## src/rtl/draw_cmd_queue.sv

```systemverilog
// draw_cmd_queue: command FIFO directly upstream of drawunit (clk_100m domain).
// The host pushes {command, data} entries into the queue. The block then issues them to drawunit
// one at a time, in push order, and holds each one until drawunit reports that it has finished.
//
// Ports:
//   clk, rst                  clock and synchronous active-high reset
//   push_valid/push_ready     host handshake; push_command/push_data hold the entry
//   flush                     drops every pending entry; the command in flight is kept
//   command/data/commit       request to drawunit, held stable while commit is high
//   ack/done                  drawunit accepted / finished the current command
//   busy                      a command is in flight or the queue is non-empty
//   level                     number of pending entries (the in-flight entry is not counted)
//   done_count                number of completed commands, wraps at 16 bits
//   timeout_err               sticky; set when drawunit failed to ack or finish in time
module draw_cmd_queue #(
  parameter int unsigned DEPTH     = 8,
  parameter int unsigned AW        = 3,
  parameter int unsigned CMD_BITS  = 8,
  parameter int unsigned DATA_BITS = 256,
  parameter int unsigned TIMEOUT   = 1048575
) (
  input  logic                 clk,
  input  logic                 rst,
  input  logic                 push_valid,
  output logic                 push_ready,
  input  logic [CMD_BITS-1:0]  push_command,
  input  logic [DATA_BITS-1:0] push_data,
  input  logic                 flush,
  output logic [CMD_BITS-1:0]  command,
  output logic [DATA_BITS-1:0] data,
  output logic                 commit,
  input  logic                 ack,
  input  logic                 done,
  output logic                 busy,
  output logic [AW:0]          level,
  output logic [15:0]          done_count,
  output logic                 timeout_err
);

  // The counter only has to reach TIMEOUT-1, because it holds cycles already spent in the state.
  localparam int unsigned  TW          = (TIMEOUT < 2) ? 1 : $clog2(TIMEOUT + 1);
  localparam logic [TW-1:0] TimeoutLast = TW'(TIMEOUT - 1);
  localparam logic [AW:0]   FullLevel   = DEPTH[AW:0];

  typedef enum logic [1:0] {StIdle, StIssue, StWaitDone} state_e;

  state_e                          state_q, state_d;
  logic [CMD_BITS+DATA_BITS-1:0]   mem_q [DEPTH];
  logic [AW-1:0]                   wr_ptr_q, wr_ptr_d, rd_ptr_q, rd_ptr_d;
  logic [AW:0]                     level_q, level_d;
  logic                            ready_q, ready_d;
  logic [TW-1:0]                   cnt_q, cnt_d;
  logic [CMD_BITS-1:0]             command_q, command_d;
  logic [DATA_BITS-1:0]            data_q, data_d;
  logic                            commit_q, commit_d;
  logic                            busy_q, busy_d;
  logic [15:0]                     done_count_q, done_count_d;
  logic                            err_q, err_d;
  logic                            push_fire, pop, try_issue, reload, timeout_hit;

  // flush blocks a push in the same cycle, so the handshake has to see flush directly.
  assign push_ready = ready_q & ~flush;
  assign push_fire  = push_valid & push_ready;

  always_comb begin
    state_d      = state_q;
    command_d    = command_q;
    data_d       = data_q;
    commit_d     = commit_q;
    done_count_d = done_count_q;
    err_d        = err_q;
    pop          = 1'b0;
    try_issue    = 1'b0;
    reload       = 1'b0;
    timeout_hit  = (TIMEOUT != 0) && (cnt_q == TimeoutLast);

    case (state_q)
      StIdle: try_issue = 1'b1;
      StIssue: begin
        if (ack && done) begin
          // An ack with done in the same cycle counts as a full completion.
          done_count_d = done_count_q + 16'd1;
          try_issue    = 1'b1;
        end else if (ack) begin
          commit_d = 1'b0;
          state_d  = StWaitDone;
        end else if (timeout_hit) begin
          err_d    = 1'b1;
          commit_d = 1'b0;
          state_d  = StIdle;
        end
      end
      StWaitDone: begin
        if (done) begin
          done_count_d = done_count_q + 16'd1;
          try_issue    = 1'b1;
        end else if (timeout_hit) begin
          err_d    = 1'b1;
          commit_d = 1'b0;
          state_d  = StIdle;
        end
      end
      default: state_d = StIdle;
    endcase

    // Shared issue path: used from idle, or right after a completion so back-to-back commands
    // lose no cycle. flush takes priority over starting a new command.
    if (try_issue) begin
      if ((level_q != '0) && !flush) begin
        pop                 = 1'b1;
        {command_d, data_d} = mem_q[rd_ptr_q];
        commit_d            = 1'b1;
        state_d             = StIssue;
        reload              = 1'b1;
      end else begin
        commit_d = 1'b0;
        state_d  = StIdle;
      end
    end

    // reload also covers an ISSUE -> ISSUE transition, where the state does not change.
    cnt_d = (reload || (state_d != state_q)) ? '0 : cnt_q + TW'(1);

    wr_ptr_d = push_fire ? wr_ptr_q + 1'b1 : wr_ptr_q;
    if (flush) begin
      rd_ptr_d = wr_ptr_q;
      level_d  = '0;
    end else begin
      rd_ptr_d = pop ? rd_ptr_q + 1'b1 : rd_ptr_q;
      level_d  = level_q;
      case ({push_fire, pop})
        2'b10:   level_d = level_q + 1'b1;
        2'b01:   level_d = level_q - 1'b1;
        default: level_d = level_q;
      endcase
    end

    ready_d = (level_d < FullLevel);
    busy_d  = (state_d != StIdle) || (level_d != '0);
  end

  always_ff @(posedge clk) begin
    if (push_fire) begin
      mem_q[wr_ptr_q] <= {push_command, push_data};
    end
  end

  always_ff @(posedge clk) begin
    if (rst) begin
      state_q      <= StIdle;
      wr_ptr_q     <= '0;
      rd_ptr_q     <= '0;
      level_q      <= '0;
      ready_q      <= 1'b0;
      cnt_q        <= '0;
      command_q    <= '0;
      data_q       <= '0;
      commit_q     <= 1'b0;
      busy_q       <= 1'b0;
      done_count_q <= '0;
      err_q        <= 1'b0;
    end else begin
      state_q      <= state_d;
      wr_ptr_q     <= wr_ptr_d;
      rd_ptr_q     <= rd_ptr_d;
      level_q      <= level_d;
      ready_q      <= ready_d;
      cnt_q        <= cnt_d;
      command_q    <= command_d;
      data_q       <= data_d;
      commit_q     <= commit_d;
      busy_q       <= busy_d;
      done_count_q <= done_count_d;
      err_q        <= err_d;
    end
  end

  assign command     = command_q;
  assign data        = data_q;
  assign commit      = commit_q;
  assign busy        = busy_q;
  assign level       = level_q;
  assign done_count  = done_count_q;
  assign timeout_err = err_q;

endmodule

```

## config.mk

```make
export PLATFORM = sky130hd
export DESIGN_NAME = draw_cmd_queue
export DESIGN_NICKNAME = d
export VERILOG_FILES = /design/src/rtl/draw_cmd_queue.sv
export SDC_FILE = /design/constraint.sdc
export NUM_CORES = 2
export LEC_CHECK = 0
export CAP_MARGIN = 15
export CORE_MARGIN = 1
export CORE_UTILIZATION = 50
export CTS_BUF_LIST = sky130_fd_sc_hd__clkbuf_8
export DETAILED_ROUTE_END_ITERATION = 10
export HOLD_SLACK_MARGIN = 0.05
export PLACE_DENSITY = 0.79
export RECOVER_POWER = 100
export SLEW_MARGIN = 10
export SYNTH_ARGS = -nofsm -noshare
export SYNTH_HDL_FRONTEND = slang
export SYNTH_SLANG_ARGS = --single-unit
```

## constraint.sdc

```tcl
create_clock -name clk -period 37.5 [get_ports clk]
set_input_delay 11.25 -clock clk [delete_from_list [all_inputs] [get_ports clk]]
set_output_delay 11.25 -clock clk [all_outputs]
set_load 0.02 [all_outputs]
```

==> impl_metrics.yaml <==
final_layout:
  multiInputGateArea_mm2: 0.01902
  layout.nets: 5271
  area_delta_synth_final_pct: 16.85
  layout-drive-gt1-share_pct: 20.44
  stdcell_count: 7721
  stdcell_area_mm2: 0.1052
  final-seq-area_mm2: 0.06976
  fin_util_pct: 58.92
  fillers: 12357
floorplan:
  die_x_um: 426.4
  initial_core_util_pct: 50.43
  coreArea_mm2: 0.1786
  rows: 155
  dieArea_mm2: 0.1818
  die_h_um: 426.4
  io_pins: 558
critical_path:
  cp_slowest_cell: "clkbuf_1"
  crit-reg2reg-launch: "ready_q$_SDFF_PP0_"
  r2r-end: "mem_q[0][228]$_DFFE_PP_"
  cp_top_family: "buffers and inverters"
  path_buf_inv: 4
  cp-startpoint: "flush"
  end_kind: "flip-flop"
  path_class: "in2reg"
  worst-r2r-setup-slack_ns: 23.66
  start_kind: "input pin"
  crit_chain: "dlygate4sd3_1 > nor2b_1 > and2_0 > nand2b_1 > nor3_1 > clkbuf_1 > clkbuf_1 > clkbuf_1"
  path_common_cell: "clkbuf_1"
  endpoint: "mem_q[0][228]$_DFFE_PP_"
  worstPathRequired_ns: 38.01
  arrival_ns: 25.06
  path_depth: 8
  slowest_delay_ns: 6.15
  rr_worst_depth: 7
  critPathMaxFanout: 115
global_routing:
  grt_max_degree: 201
  track_usage_pct: 21.01
  grt_pass1_wl_mm: 283.0
  overflow: 0
  antenna_found_initial: 97
  grt_pass1_vias: 45901
synthesis:
  synthFlopType: "edfxtp_1"
  async_flop_share_pct: 0
  synthCells: 4230
  syn-num-nets: 4508
  yosys_warnings: 0
  yosys.area.top_type: "edfxtp_1"
  yosysMostFrequentCell: "edfxtp_1"
  syn-cell-area_mm2: 0.09007
  ys_types: 57
  ys_ff_latch: 2428
  synth-seq-area-share_pct: 77.44
  syn_area_per_cell_um2: 21.29
  synth_top_cell_area_share_pct: 70.41
  synth_common_cells: "edfxtp_1 (2,112), mux4_2 (528), dfxtp_1 (316), nor2_1 (296), mux2i_1 (267)"
  synth_edf_count: 2112
  synth_area_leaders: "edfxtp_1 (70%), mux4_2 (13%), dfxtp_1 (7.0%)"
pwr:
  powerDensity_mw_per_mm2: 50.23
  peakVddDrop_v: 0.00003875
  p_leak_nw: 33.19
clock_network:
  cts.sink_count: 2428
  cts_buffers: 388
  cts_tree: "built"
  hold_buffers: 0
  cts_resized: 0
  post_cts_buffers: 0
  htree_levels: 5
  clk_pin_slew_ns: 0.06
  clk_path_buf_depth: 4
  cts_root_buf: "clkbuf_8"
  clk_latency_ns: 1.06
detailed_routing:
  wirelength_mm: 192.0
  wl_per_cell_um: 24.87
  drt_pass1_iterations: 5
  viasPerCell: 5.712
  drc: 0
  final_antenna_net_count: 0
  drt_iter0_drc: 3074
  num_vias: 44105
timing:
  fmax_ghz: 0.04072
  period_share_pct: 65.48
  slew_headroom_pct: -566.3
  worstMarginPinSlew_ns: 9.995
  hold_viol_final: 0
  rsz0062_at_grt: "false"
  setup_violations: 0
  hold-worst-slack_ns: 0.4722
  clock_skew_ns: 0.08713
  min_period_ns: 24.56
  fin_setup_tns_ns: 0
  slew_viol_final: 2486
placement:
  dp_hpwl_mm: 104.4
  gp_congestion: 0.7758
  place_inst: 6958
  dpl-instance-area_mm2: 0.09802
  io_buffers: 557
run_status:
  status: "complete, but fails checks"
  failed_checks: "capacitance limit, slew limit"
flow_run:
  drv_cap: 43
min_path:
  hp-class: "reg2reg"
  holdPathStages: 1
==> through the flow <==
step           setup WS (ns)  total power (W)
6_report               12.94         0.005287
5_1_grt                12.25         0.005467
4_1_cts                13.43         0.005344
3_5_place_dp           13.43         0.003248
3_3_place_gp           13.40         0.003240
2_1_floorplan          6.553         0.003152
==> where the power goes <==
| group | total (W) | switching, W | internal [W] |
|---|---|---|---|
| clock | 0.00210 | 0.000984 | 0.00112 |
| combinational | 0.000212 | 0.000117 | 0.0000949 |
| sequential | 0.00297 | 0.0000120 | 0.00296 |
| total | 0.00529 | 0.00111 | 0.00417 |
==> cell type report <==
type                            count  area share (%)
Sequential cell                  2428           66.28
Multi-Input combinational cell   1545           18.07
Clock buffer                      442           5.780
Timing Repair Buffer              621           5.673
Tap cell                         2355           2.800
Clock inverter                    258           1.179
Antenna cell                       63          0.1498
Inverter                            9         0.05707
==> logic make-up after synthesis <==
logic type	count (synthesis)	share of synthesized area, %
multiplexers	796	16.18
AND/OR/NAND/NOR	409	1.978
AO/OA/AOI/OAI	293	2.435
XOR/XNOR	39	0.3792
adder cells (fa/ha/maj)	8	0.1111
flip-flops	2428	77.44
buffers and inverters	257	1.475
==> per-layer routing <==
layer	GRT usage, %	wire, um	up-vias
met3	3.960	10890	494
met4	11.43	10010	16
met2	35.82	99020	1614
met1	25.30	71980	22849
met5	0	106	-
li1	-	-	19132
==> cells in the final DEF (no fill, tap or decap), types with 10 or more instances in the layout <==
master and count:
edfxtp_1 2112, dlygate4sd3_1 555, mux4_2 528, clkbuf_8 442, dfxtp_1 313, nor2_1 292
mux2i_1 267, a211oi_1 266, inv_1 163, diode_2 63, clkinv_1 53, clkbuf_1 42
clkinv_2 32, xor2_1 26, nand2_1 21, nor2_2 19, buf_4 17, nand3_1 15
xnor2_1 13, a21oi_1 11, nor3_1 10, nand4_1 10
==> how the worst min path moves through the flow <==
stage,from,end
3_3_place_gp,cnt_q[0]$_SDFF_PP0_,cnt_q[0]$_SDFF_PP0_
2_1_floorplan,cnt_q[0]$_SDFF_PP0_,cnt_q[0]$_SDFF_PP0_
6_report,cnt_q[0]$_SDFF_PP0_,cnt_q[0]$_SDFF_PP0_
4_1_cts,cnt_q[0]$_SDFF_PP0_,cnt_q[0]$_SDFF_PP0_
3_5_place_dp,cnt_q[0]$_SDFF_PP0_,cnt_q[0]$_SDFF_PP0_
5_1_grt,cnt_q[0]$_SDFF_PP0_,cnt_q[0]$_SDFF_PP0_
==> flip-flops by register name, summed over array words and instances (netlist names) <==
name	flops
command	8
ready_q	1
rd_ptr_q	3
done_count	16
state_q	2
level	4
busy	1
mem_q	2112
data	256
commit	1
timeout_err	1
wr_ptr_q	3
cnt_q	20
(Power assumes the default switching activity.)
